**src/rtl/place_piece.sv**
```systemverilog
// Writes or erases the four cells of a tetromino in board RAM and, after a lock, reports which of the four rows it can touch are full.
// Writes appear in cycles 1..4 after start; done arrives in cycle 41 (lock) or 5 (erase). start is ignored while busy.

module tetromino_lut (
   input  logic [2:0] block,
   input  logic [1:0] rotation,
   output logic [7:0] coord_x,
   output logic [7:0] coord_y
);
   function automatic logic [15:0] pk(input int unsigned x0, y0, x1, y1, x2, y2, x3, y3);
      return {2'(x3), 2'(x2), 2'(x1), 2'(x0), 2'(y3), 2'(y2), 2'(y1), 2'(y0)};
   endfunction

   logic [15:0] w_cells;

   // Cells are listed in write order inside a 4x4 box; block 1 (O) and 7 share the default.
   always_comb begin
      w_cells = pk(1, 0, 2, 0, 1, 1, 2, 1);
      case ({block, rotation})
         5'd0:  w_cells = pk(0, 1, 1, 1, 2, 1, 3, 1);
         5'd1:  w_cells = pk(2, 0, 2, 1, 2, 2, 2, 3);
         5'd2:  w_cells = pk(0, 2, 1, 2, 2, 2, 3, 2);
         5'd3:  w_cells = pk(1, 0, 1, 1, 1, 2, 1, 3);
         5'd8:  w_cells = pk(1, 0, 0, 1, 1, 1, 2, 1);
         5'd9:  w_cells = pk(1, 0, 1, 1, 2, 1, 1, 2);
         5'd10: w_cells = pk(0, 1, 1, 1, 2, 1, 1, 2);
         5'd11: w_cells = pk(1, 0, 0, 1, 1, 1, 1, 2);
         5'd12: w_cells = pk(1, 0, 2, 0, 0, 1, 1, 1);
         5'd13: w_cells = pk(1, 0, 1, 1, 2, 1, 2, 2);
         5'd14: w_cells = pk(1, 1, 2, 1, 0, 2, 1, 2);
         5'd15: w_cells = pk(0, 0, 0, 1, 1, 1, 1, 2);
         5'd16: w_cells = pk(0, 0, 1, 0, 1, 1, 2, 1);
         5'd17: w_cells = pk(2, 0, 1, 1, 2, 1, 1, 2);
         5'd18: w_cells = pk(0, 1, 1, 1, 1, 2, 2, 2);
         5'd19: w_cells = pk(1, 0, 0, 1, 1, 1, 0, 2);
         5'd20: w_cells = pk(0, 0, 0, 1, 1, 1, 2, 1);
         5'd21: w_cells = pk(1, 0, 2, 0, 1, 1, 1, 2);
         5'd22: w_cells = pk(0, 1, 1, 1, 2, 1, 2, 2);
         5'd23: w_cells = pk(1, 0, 1, 1, 0, 2, 1, 2);
         5'd24: w_cells = pk(2, 0, 0, 1, 1, 1, 2, 1);
         5'd25: w_cells = pk(1, 0, 1, 1, 1, 2, 2, 2);
         5'd26: w_cells = pk(0, 1, 1, 1, 2, 1, 0, 2);
         5'd27: w_cells = pk(0, 0, 1, 0, 1, 1, 1, 2);
         default: w_cells = pk(1, 0, 2, 0, 1, 1, 2, 1);
      endcase
   end

   assign coord_x = w_cells[15:8];
   assign coord_y = w_cells[7:0];
endmodule

module place_piece #(
   parameter int BOARD_W   = 10,
   parameter int BOARD_H   = 24,
   parameter int COL_FIRST = 1,
   parameter int COL_LAST  = 8,
   parameter int DATA_W    = 6
) (
   input  logic              clk,
   input  logic              resetn,
   input  logic              start,
   input  logic              erase,
   input  logic [4:0]        X_anchor,
   input  logic [5:0]        Y_anchor,
   input  logic [2:0]        block,
   input  logic [1:0]        rotation,
   input  logic [DATA_W-1:0] colour,
   input  logic [DATA_W-1:0] ram_Q,
   output logic [7:0]        ram_addr,
   output logic [DATA_W-1:0] ram_data,
   output logic              ram_wren,
   output logic              busy,
   output logic              done,
   output logic [3:0]        full_rows
);
   localparam int         NCOL     = COL_LAST - COL_FIRST + 1;
   localparam logic [3:0] SCAN_END = 4'(NCOL);
   localparam logic [3:0] LAST_COL = 4'(NCOL - 1);

   typedef enum logic [2:0] {S_IDLE, S_WRITE, S_SCAN, S_FLUSH, S_DONE} state_t;

   state_t              r_state, w_state_nxt;
   logic                r_erase;
   logic [4:0]          r_x;
   logic [5:0]          r_y;
   logic [2:0]          r_block;
   logic [1:0]          r_rot;
   logic [DATA_W-1:0]   r_colour;
   logic [1:0]          r_cell;
   logic [1:0]          r_row;
   logic [3:0]          r_col;
   logic [7:0]          r_addr;
   logic [DATA_W-1:0]   r_data;
   logic                r_wren;
   logic [3:0]          r_full;
   logic                r_p1_vld, r_p1_first, r_p1_last;
   logic [1:0]          r_p1_row;
   logic                r_p2_vld, r_p2_first, r_p2_last;
   logic [1:0]          r_p2_row;
   logic                r_row_ok;

   logic [7:0]          w_cx, w_cy;
   logic [1:0]          w_dx, w_dy;
   logic [7:0]          w_wx, w_wy, w_waddr;
   logic                w_w_in;
   logic [7:0]          w_sy, w_saddr;
   logic                w_s_in;
   logic                w_accept, w_issue, w_row_ok;
   logic [7:0]          w_addr_nxt;
   logic [DATA_W-1:0]   w_data_nxt;
   logic                w_wren_nxt;

   tetromino_lut u_lut (
      .block    (r_block),
      .rotation (r_rot),
      .coord_x  (w_cx),
      .coord_y  (w_cy)
   );

   assign w_dx    = w_cx[{r_cell, 1'b0} +: 2];
   assign w_dy    = w_cy[{r_cell, 1'b0} +: 2];
   assign w_wx    = {3'b000, r_x} + {6'b0, w_dx};
   assign w_wy    = {2'b00, r_y} + {6'b0, w_dy};
   assign w_waddr = w_wy * 8'(BOARD_W) + w_wx;
   assign w_w_in  = (w_wy < 8'(BOARD_H)) && (w_wx < 8'(BOARD_W));
   assign w_sy    = {2'b00, r_y} + {6'b0, r_row};
   assign w_saddr = w_sy * 8'(BOARD_W) + 8'(COL_FIRST) + {4'b0, r_col};
   assign w_s_in  = w_sy < 8'(BOARD_H);

   // Read data lines up with r_p2 (address registered, then one RAM cycle).
   assign w_row_ok = (r_p2_first | r_row_ok) & (ram_Q != '0);

   always_comb begin
      w_state_nxt = r_state;
      w_accept    = 1'b0;
      w_issue     = 1'b0;
      w_addr_nxt  = r_addr;
      w_data_nxt  = '0;
      w_wren_nxt  = 1'b0;
      case (r_state)
         S_IDLE: begin
            if (start) begin
               w_accept    = 1'b1;
               w_state_nxt = S_WRITE;
            end
         end
         S_WRITE: begin
            w_addr_nxt = w_waddr;
            w_data_nxt = r_erase ? '0 : r_colour;
            w_wren_nxt = w_w_in;
            if (r_cell == 2'd3) w_state_nxt = r_erase ? S_FLUSH : S_SCAN;
         end
         S_SCAN: begin
            if ((r_col < SCAN_END) && w_s_in) begin
               w_issue    = 1'b1;
               w_addr_nxt = w_saddr;
            end
            if ((r_row == 2'd3) && (r_col == SCAN_END)) w_state_nxt = S_FLUSH;
         end
         S_FLUSH: w_state_nxt = S_DONE;
         S_DONE:  w_state_nxt = S_IDLE;
         default: w_state_nxt = S_IDLE;
      endcase
   end

   always_ff @(posedge clk or negedge resetn) begin
      if (!resetn) r_state <= S_IDLE;
      else         r_state <= w_state_nxt;
   end

   always_ff @(posedge clk or negedge resetn) begin
      if (!resetn) begin
         r_erase    <= 1'b0;
         r_x        <= '0;
         r_y        <= '0;
         r_block    <= '0;
         r_rot      <= '0;
         r_colour   <= '0;
         r_cell     <= '0;
         r_row      <= '0;
         r_col      <= '0;
         r_addr     <= '0;
         r_data     <= '0;
         r_wren     <= 1'b0;
         r_full     <= '0;
         r_p1_vld   <= 1'b0;
         r_p1_first <= 1'b0;
         r_p1_last  <= 1'b0;
         r_p1_row   <= '0;
         r_p2_vld   <= 1'b0;
         r_p2_first <= 1'b0;
         r_p2_last  <= 1'b0;
         r_p2_row   <= '0;
         r_row_ok   <= 1'b0;
      end else begin
         r_addr <= w_addr_nxt;
         r_data <= w_data_nxt;
         r_wren <= w_wren_nxt;
         if (w_accept) begin
            r_erase  <= erase;
            r_x      <= X_anchor;
            r_y      <= Y_anchor;
            r_block  <= block;
            r_rot    <= rotation;
            r_colour <= colour;
            r_cell   <= '0;
            r_row    <= '0;
            r_col    <= '0;
            r_full   <= '0;
         end
         if (r_state == S_WRITE) r_cell <= r_cell + 2'd1;
         if (r_state == S_SCAN) begin
            if (r_col == SCAN_END) begin
               r_col <= '0;
               r_row <= r_row + 2'd1;
            end else begin
               r_col <= r_col + 4'd1;
            end
         end
         r_p1_vld   <= w_issue;
         r_p1_first <= (r_col == 4'd0);
         r_p1_last  <= (r_col == LAST_COL);
         r_p1_row   <= r_row;
         r_p2_vld   <= r_p1_vld;
         r_p2_first <= r_p1_first;
         r_p2_last  <= r_p1_last;
         r_p2_row   <= r_p1_row;
         if (r_p2_vld) begin
            r_row_ok <= w_row_ok;
            if (r_p2_last) r_full[r_p2_row] <= w_row_ok;
         end
      end
   end

   assign ram_addr  = r_addr;
   assign ram_data  = r_data;
   assign ram_wren  = r_wren;
   assign busy      = (r_state == S_WRITE) || (r_state == S_SCAN) || (r_state == S_FLUSH);
   assign done      = (r_state == S_DONE);
   assign full_rows = r_full;
endmodule

```
**config.mk**
```make
export PLATFORM = sky130hd
export DESIGN_NAME = place_piece
export DESIGN_NICKNAME = d
export VERILOG_FILES = /design/src/rtl/place_piece.sv
export SDC_FILE = /design/constraint.sdc
export NUM_CORES = 1
export LEC_CHECK = 0
export BUFFER_PORTS_ARGS = -buffer_cell sky130_fd_sc_hd__clkbuf_2
export CORE_MARGIN = 1.5
export CORE_UTILIZATION = 40
export DETAILED_ROUTE_END_ITERATION = 8
export PLACE_DENSITY = 0.64
export SYNTH_ARGS = -nofsm -noshare
export SYNTH_HDL_FRONTEND = slang
export SYNTH_SLANG_ARGS = --single-unit
```
**constraint.sdc**
```tcl
create_clock -name clk -period 5.1 [get_ports clk]
set_input_delay 0.765 -clock clk [delete_from_list [all_inputs] [get_ports clk]]
set_output_delay 0.765 -clock clk [all_outputs]
set_load 0.02 [all_outputs]
```
==> results of run 1 <==
[Yosys cell counts, types with 7 or more instances]
cell	number
o21ai_0	23
nor2_1	31
a21o_1	10
nor2b_1	8
nand2_1	95
xnor2_1	10
fa_1	7
dfrtp_1	64
a21oi_1	31
nand2b_1	8
and2_1	11
inv_1	16
o211ai_1	7
clkbuf_1	16
nand3_1	15
mux2i_1	11
ha_1	40
xor2_1	11
[sequential cells by signal, summed over array words and instances (netlist names), 2 cells and up]
name       count
r_state        3
r_cell         2
r_row          2
r_y            6
r_x            5
r_rot          2
ram_data       6
full_rows      4
r_p2_row       2
r_p1_row       2
r_block        3
r_col          4
ram_addr       8
r_colour       6
[cell families (layout without fill, tap and decap cells)]
logic type                 Yosys count  count (layout)
and+or+nand+nor                    186             186
AOI/OAI and AO/OA                  107             107
DFF                                 64              64
adders and majority gates           47              47
buffers and inverters               42              94
xor gates and xnor gates            23              23
muxes                               19              19
[worst max-delay path, delay by kind of cell, from the launching register on]
family / cells / cell delay [ps]
adders and majority gates: 7 / 2260
xor gates and xnor gates: 1 / 230
DFF: 1 / 440
buffers and inverters: 3 / 310
muxes: 2 / 230
and+or+nand+nor: 1 / 140
AOI/OAI and AO/OA: 8 / 1060
[worst max path at each step]
stage	from	to	slack [ps]	cells past startpoint
after floorplan	r_rot[0]	ram_addr[7]	600	22
after global placement	r_rot[0]	ram_addr[7]	330	21
after detailed placement	r_rot[0]	ram_addr[7]	160	21
after CTS	r_rot[0]	ram_addr[7]	160	21
after global routing	r_rot[0]	ram_addr[7]	3	22
final	r_rot[0]	ram_addr[7]	290	22
[area by class of cell]
cell class	count	area share, %
multi-input cells	382	53.2
flip-flops and latches	64	31.2
repair buffers	62	6.52
well taps	140	3.41
clock buffers	9	2.41
clock inverters	7	1.97
inverters	16	1.24
[layer usage]
metal  part of all wire (%)  track usage (%)
met5                      0                0
met4                    1.8             7.05
met3                    2.4             2.83
met2                     47             30.6
met1                     48             25.0
[stage by stage]
stage | hold WS (ps) | setup slack [ps] | instances | util (%) | area (sq um)
global placement | 332 | 334 | 662 | 44.6 | 4830
detailed placement | 335 | 161 | 662 | 44.6 | 4830
floorplan | 331 | 597 | 488 | - | 4460
global route | 361 | 3.38 | 680 | 47.4 | 5140
CTS | 354 | 162 | 678 | 46.7 | 5060
finish | 353 | 286 | 680 | 47.4 | 5140
[repair_timing]
item	4_1_cts	5_1_grt
setup buffers	0	2
gates resized for setup	0	14
setup endpoints to repair	0	2
==> impl_results.md, run 1 <==
* Initial antenna violation count at 0
* Dominant synthesized flop cell: dfrtp_1
* CTS tree: yes
* Area of the multi-input gates at 2740 sq um
* Final TNS setup at 0 ps
* Vias in the first global route at 3466
* Synth warn at 0
* Adder-Cell Fraction of Synth Area at 14.4%
* Crit path top cell by count: ha_1
* GRT Total Usage at 18.7%
* GRT overflow at 0
* Post-Synthesis Cells at 488
* Hold Path End: r_p2_vld
* Commonest non-fill, non-tap cell in the layout: nand2_1
* Main combinational cell family by area after synthesis: simple AND/OR/NAND/NOR gates
* Root Buffer: clkbuf_8
* R2r endpoint: ram_addr[7]
* Actual slew at the worst max-slew pin at 1090 ps
* Number of max-cap violations at 0
* Die Area at 11800 sq um
* Hold-critical path depth at 0
* Core Box Area at 10800 sq um
* CTS Buffer Depth at 2
* Via/cell ratio at 5.17
* Fill cells at 1055
* Status: finished, final reports clean
* Placer Congestion at 0.869
* FF-to-FF setup slack at 290 ps
* Synth Area in XOR/XNOR at 5.13%
* DR pass1 iterations at 4
* DRT iter0 DRCs at 170
* Post-synth EDFFs at 0
* Synthesized flop and latch total at 64
* Mean Syn Cell Area at 9.14 sq um
* Pin count of the biggest net entering global routing at 65
* Diodes inserted at 0
* P&R area growth vs syn at 15.3%
* Reg2reg start: r_rot[0]
* CP max stage delay at 570 ps
* Async set or reset register ratio after synthesis at 100%
* Crit Path Max Fanout at 6
* Setup CP Type: reg -> reg
* Mux contribution to synthesized area at 5.25%
* Data required time at the worst endpoint at 5320 ps
* Critical-path cell list: clkinvlp_4 > ha_1 > nor2b_1 > a211oi_1 > a21o_1 > a21oi_1 > a21oi_1 > o21a_1 > ha_1 > inv_1 > fa_2 > inv_1 > ha_1 > ha_1 > fa_1 > ha_4 > o21a_1 > o31ai_1 > a21oi_1 > xnor3_1 > mux2i_1 > mux2i_1
* Final Max Slew Viols at 0
* Finish-stage setup viols at 0
* Final WL at 9990 microns
* Worst-path clk slew at 80 ps
* Layout Nets at 614
* Storage element area at 1610 sq um
* Max Clock Skew at 11.2 ps
* Share of cells above drive strength 1 at 19.4%
* Nature of the critical path startpoint: flop
* Top Ports at 53
* Fmax at 208 MHz
* RSZ-0062 raised after global routing: false
* Initial core utilization at 41.1%
* Critical path arrival at 5040 ps
* Clock sink count at 64
* I/O Buffers at 52
* Setup crit end kind: flop
* Worst Reg-to-Reg Cells at 22
* CTS Hold Buffers Added at 0
* Final Critical Period at 4810 ps
* Residual DRC count at 0
* HPWL after detailed placement at 7320 microns
* Die W at 109 microns
* Mapped Area at 4460 sq um
* Die outline height at 109 microns
* Netlist cell types at 58
* Post-route clock period utilization at 94.4%
* Hold Crit Class: reg -> reg
* Final Hold Fails at 0
* Commonest non-fill, non-tap cells in the layout: nand2_1, dfrtp_1, clkbuf_2
* Sequential area share after synthesis at 35.9%
* H-tree Lvls at 3
* Clock Latency Late Sink at 350 ps
* Number of nets with antenna violations after routing at 0
* DR WL/cell at 14.7 microns
* CP max stage cell: fa_2
* Global-route wire length before repair at 17100 microns
* Row Count at 38
* Area leader, netlist: dfrtp_1
* Post-synthesis simple-gate area fraction at 19.2%
* Syn nets at 567
* Yosys top cell area share at 35.9%
* Max-slew headroom at 27.3%
* Synth Area in Compound Gates at 15.8%
* Top post-synthesis cells by area: dfrtp_1, ha_1, nand2_1
* Total number of vias at 3514
* CTS Buf Count at 9
* HP Start: r_p1_vld
Power of run 1 is left out: the tool's default activity adds up to more than one toggle a clock period on the data nets, which glitch-free logic cannot reach.
==> run 2, diff against run 1 <==
CTS_BUF_LIST = sky130_fd_sc_hd__clkbuf_8 sky130_fd_sc_hd__clkbuf_16   (was not set)
clock period = 4.45 ns   (was 5.1 ns; I/O delays follow)
==> run 2 against run 1 <==
  * First-iteration DRC count down 19%
  * Critical path type unchanged
  * Largest cell class unchanged
  * Critical path depth down 1
  * Worst setup slack worse by 270 ps
  * Cell area up 8.1%
  * Flip-flop and latch count unchanged
==> impl_results.md, run 2 (same netlist as run 1, synthesis figures left out) <==
* Status: finished, final reports clean
* P&R area growth vs syn at 24.7%
* Core Box Area at 10800 sq um
* Hold Crit Class: in -> async
* Vias in the first global route at 3627
* Fill cells at 1018
* Total number of vias at 3679
* Root Buffer: clkbuf_8
* CTS Buf Count at 9
* Initial core utilization at 41.1%
* Placer Congestion at 0.837
* Max reg flops at 8
* Max Clock Skew at 15.3 ps
* Share of cells above drive strength 1 at 29.6%
* Final TNS setup at 0 ps
* Finish-stage setup viols at 0
* Post-route clock period utilization at 99.6%
* Storage element area at 1600 sq um
* Pin count of the biggest net entering global routing at 48
* GRT Total Usage at 19.5%
* Final Critical Period at 4430 ps
* Nature of the critical path startpoint: flop
* Final Max Slew Viols at 0
* Layout Nets at 652
* Max-slew headroom at 25.8%
* Die outline height at 109 microns
* H-tree Lvls at 3
* Row Count at 38
* Commonest non-fill, non-tap cell in the layout: nand2_1
* CTS Buffer Depth at 2
* Area of the multi-input gates at 2840 sq um
* DRT iter0 DRCs at 138
* HPWL after detailed placement at 7660 microns
* Number of max-cap violations at 0
* Commonest non-fill, non-tap cells in the layout: nand2_1, dfrtp_1, clkbuf_2
* Die Area at 11800 sq um
* Worst-path clk slew at 80 ps
* Via/cell ratio at 5.12
* Final Hold Fails at 0
* Actual slew at the worst max-slew pin at 1110 ps
* Initial antenna violation count at 0
* DR pass1 iterations at 4
* Data required time at the worst endpoint at 4680 ps
* Setup CP Type: reg -> reg
* Die W at 109 microns
* Clock sink count at 64
* Top Ports at 53
* Diodes inserted at 0
* Crit Path Max Fanout at 5
* Clock Latency Late Sink at 340 ps
* Fmax at 226 MHz
* Critical path arrival at 4660 ps
* GRT overflow at 0
* DR WL/cell at 14.6 microns
* Number of nets with antenna violations after routing at 0
* CTS tree: yes
* Setup crit end kind: flop
* I/O Buffers at 52
* Global-route wire length before repair at 17900 microns
* RSZ-0062 raised after global routing: true
* Residual DRC count at 0
* Final WL at 10500 microns
-- run 2: cell types whose count changed in the layout (fill, tap and decap cells not counted), moves of 2 or more --
cell and delta:
nor2_2 +3, dfrtp_2 -2, nor2b_2 +3, nor2_1 -3, clkinvlp_4 -2, xnor2_1 -2, nor2b_1 -3, ha_2 +9
buf_12 +2, inv_2 +4, dfrtp_1 +2, buf_4 +35, ha_1 -9, inv_1 -4
-- run 2: cell type report --
| type | count | share of cell area (%) |
|---|---|---|
| timing repair buffer | 100 | 11.7 |
| sequential | 64 | 28.8 |
| clock buffer | 9 | 2.23 |
| multi-input combinational | 382 | 51.1 |
| tap | 140 | 3.15 |
| clock inverter | 7 | 1.85 |
| inverter | 16 | 1.13 |
-- run 2: through the flow --
step / cell area (sq um) / std cells / hold slack (ps) / utilization, % / worst slack [ps]
3_5_place_dp: 5080 / 692 / 336 / 46.8 / -184
4_1_cts: 5470 / 716 / 244 / 50.5 / -4.00
5_1_grt: 5560 / 718 / 263 / 51.3 / -202
3_3_place_gp: 5080 / 692 / 332 / 46.8 / -44.2
6_report: 5560 / 718 / 249 / 51.3 / 19.6
2_1_floorplan: 4470 / 488 / 331 / - / 16.7
-- run 2: what timing repair did --
action / CTS / global route
hold endpoints to repair: 0 / 0
gates resized for setup: 27 / 18
hold buffers: 0 / 0
pin swaps: 12 / 16
setup buffers: 8 / 2
endpoints found under the setup margin: 3 / 5
-- run 2: routing by layer --
layer	wire (microns)	track usage, %	part of all wire [%]	up-vias
li1	-	-	-	1859
met1	4750	26.2	45	1747
met2	5160	31.9	49	60
met3	376	2.77	3.6	13
met4	214	7.24	2.0	0
met5	0	0	0	-
-- run 2: critical path, stage by stage, from the launching register on --
cell,delay (ps)
dfrtp_1,400
buf_4,160
ha_2,210
a211oi_2,230
a21o_1,150
a21oi_1,80
a21oi_1,150
o21a_1,140
ha_2,180
inv_2,40
fa_2,560
inv_2,60
ha_4,240
ha_4,160
fa_1,460
ha_1,300
buf_4,150
nor2_1,100
nand2_1,80
a21oi_2,160
a21oi_1,50
mux2_4,270
-- run 2: worst paths after layout --
path | from | end | slack, ps | cells past startpoint
hold reg to reg | r_p1_first | r_p2_first | 350 | 0
setup / recovery | r_rot[0] | ram_addr[5] | 20 | 21
setup reg to reg | r_rot[0] | ram_addr[5] | 20 | 21
hold / removal | resetn | ram_data[4] | 250 | 1
min in group clk | r_p1_first | r_p2_first | 350 | 0
max in group asynchronous | resetn | r_rot[1] | 3210 | 2
Power of run 2 is left out for the same reason.
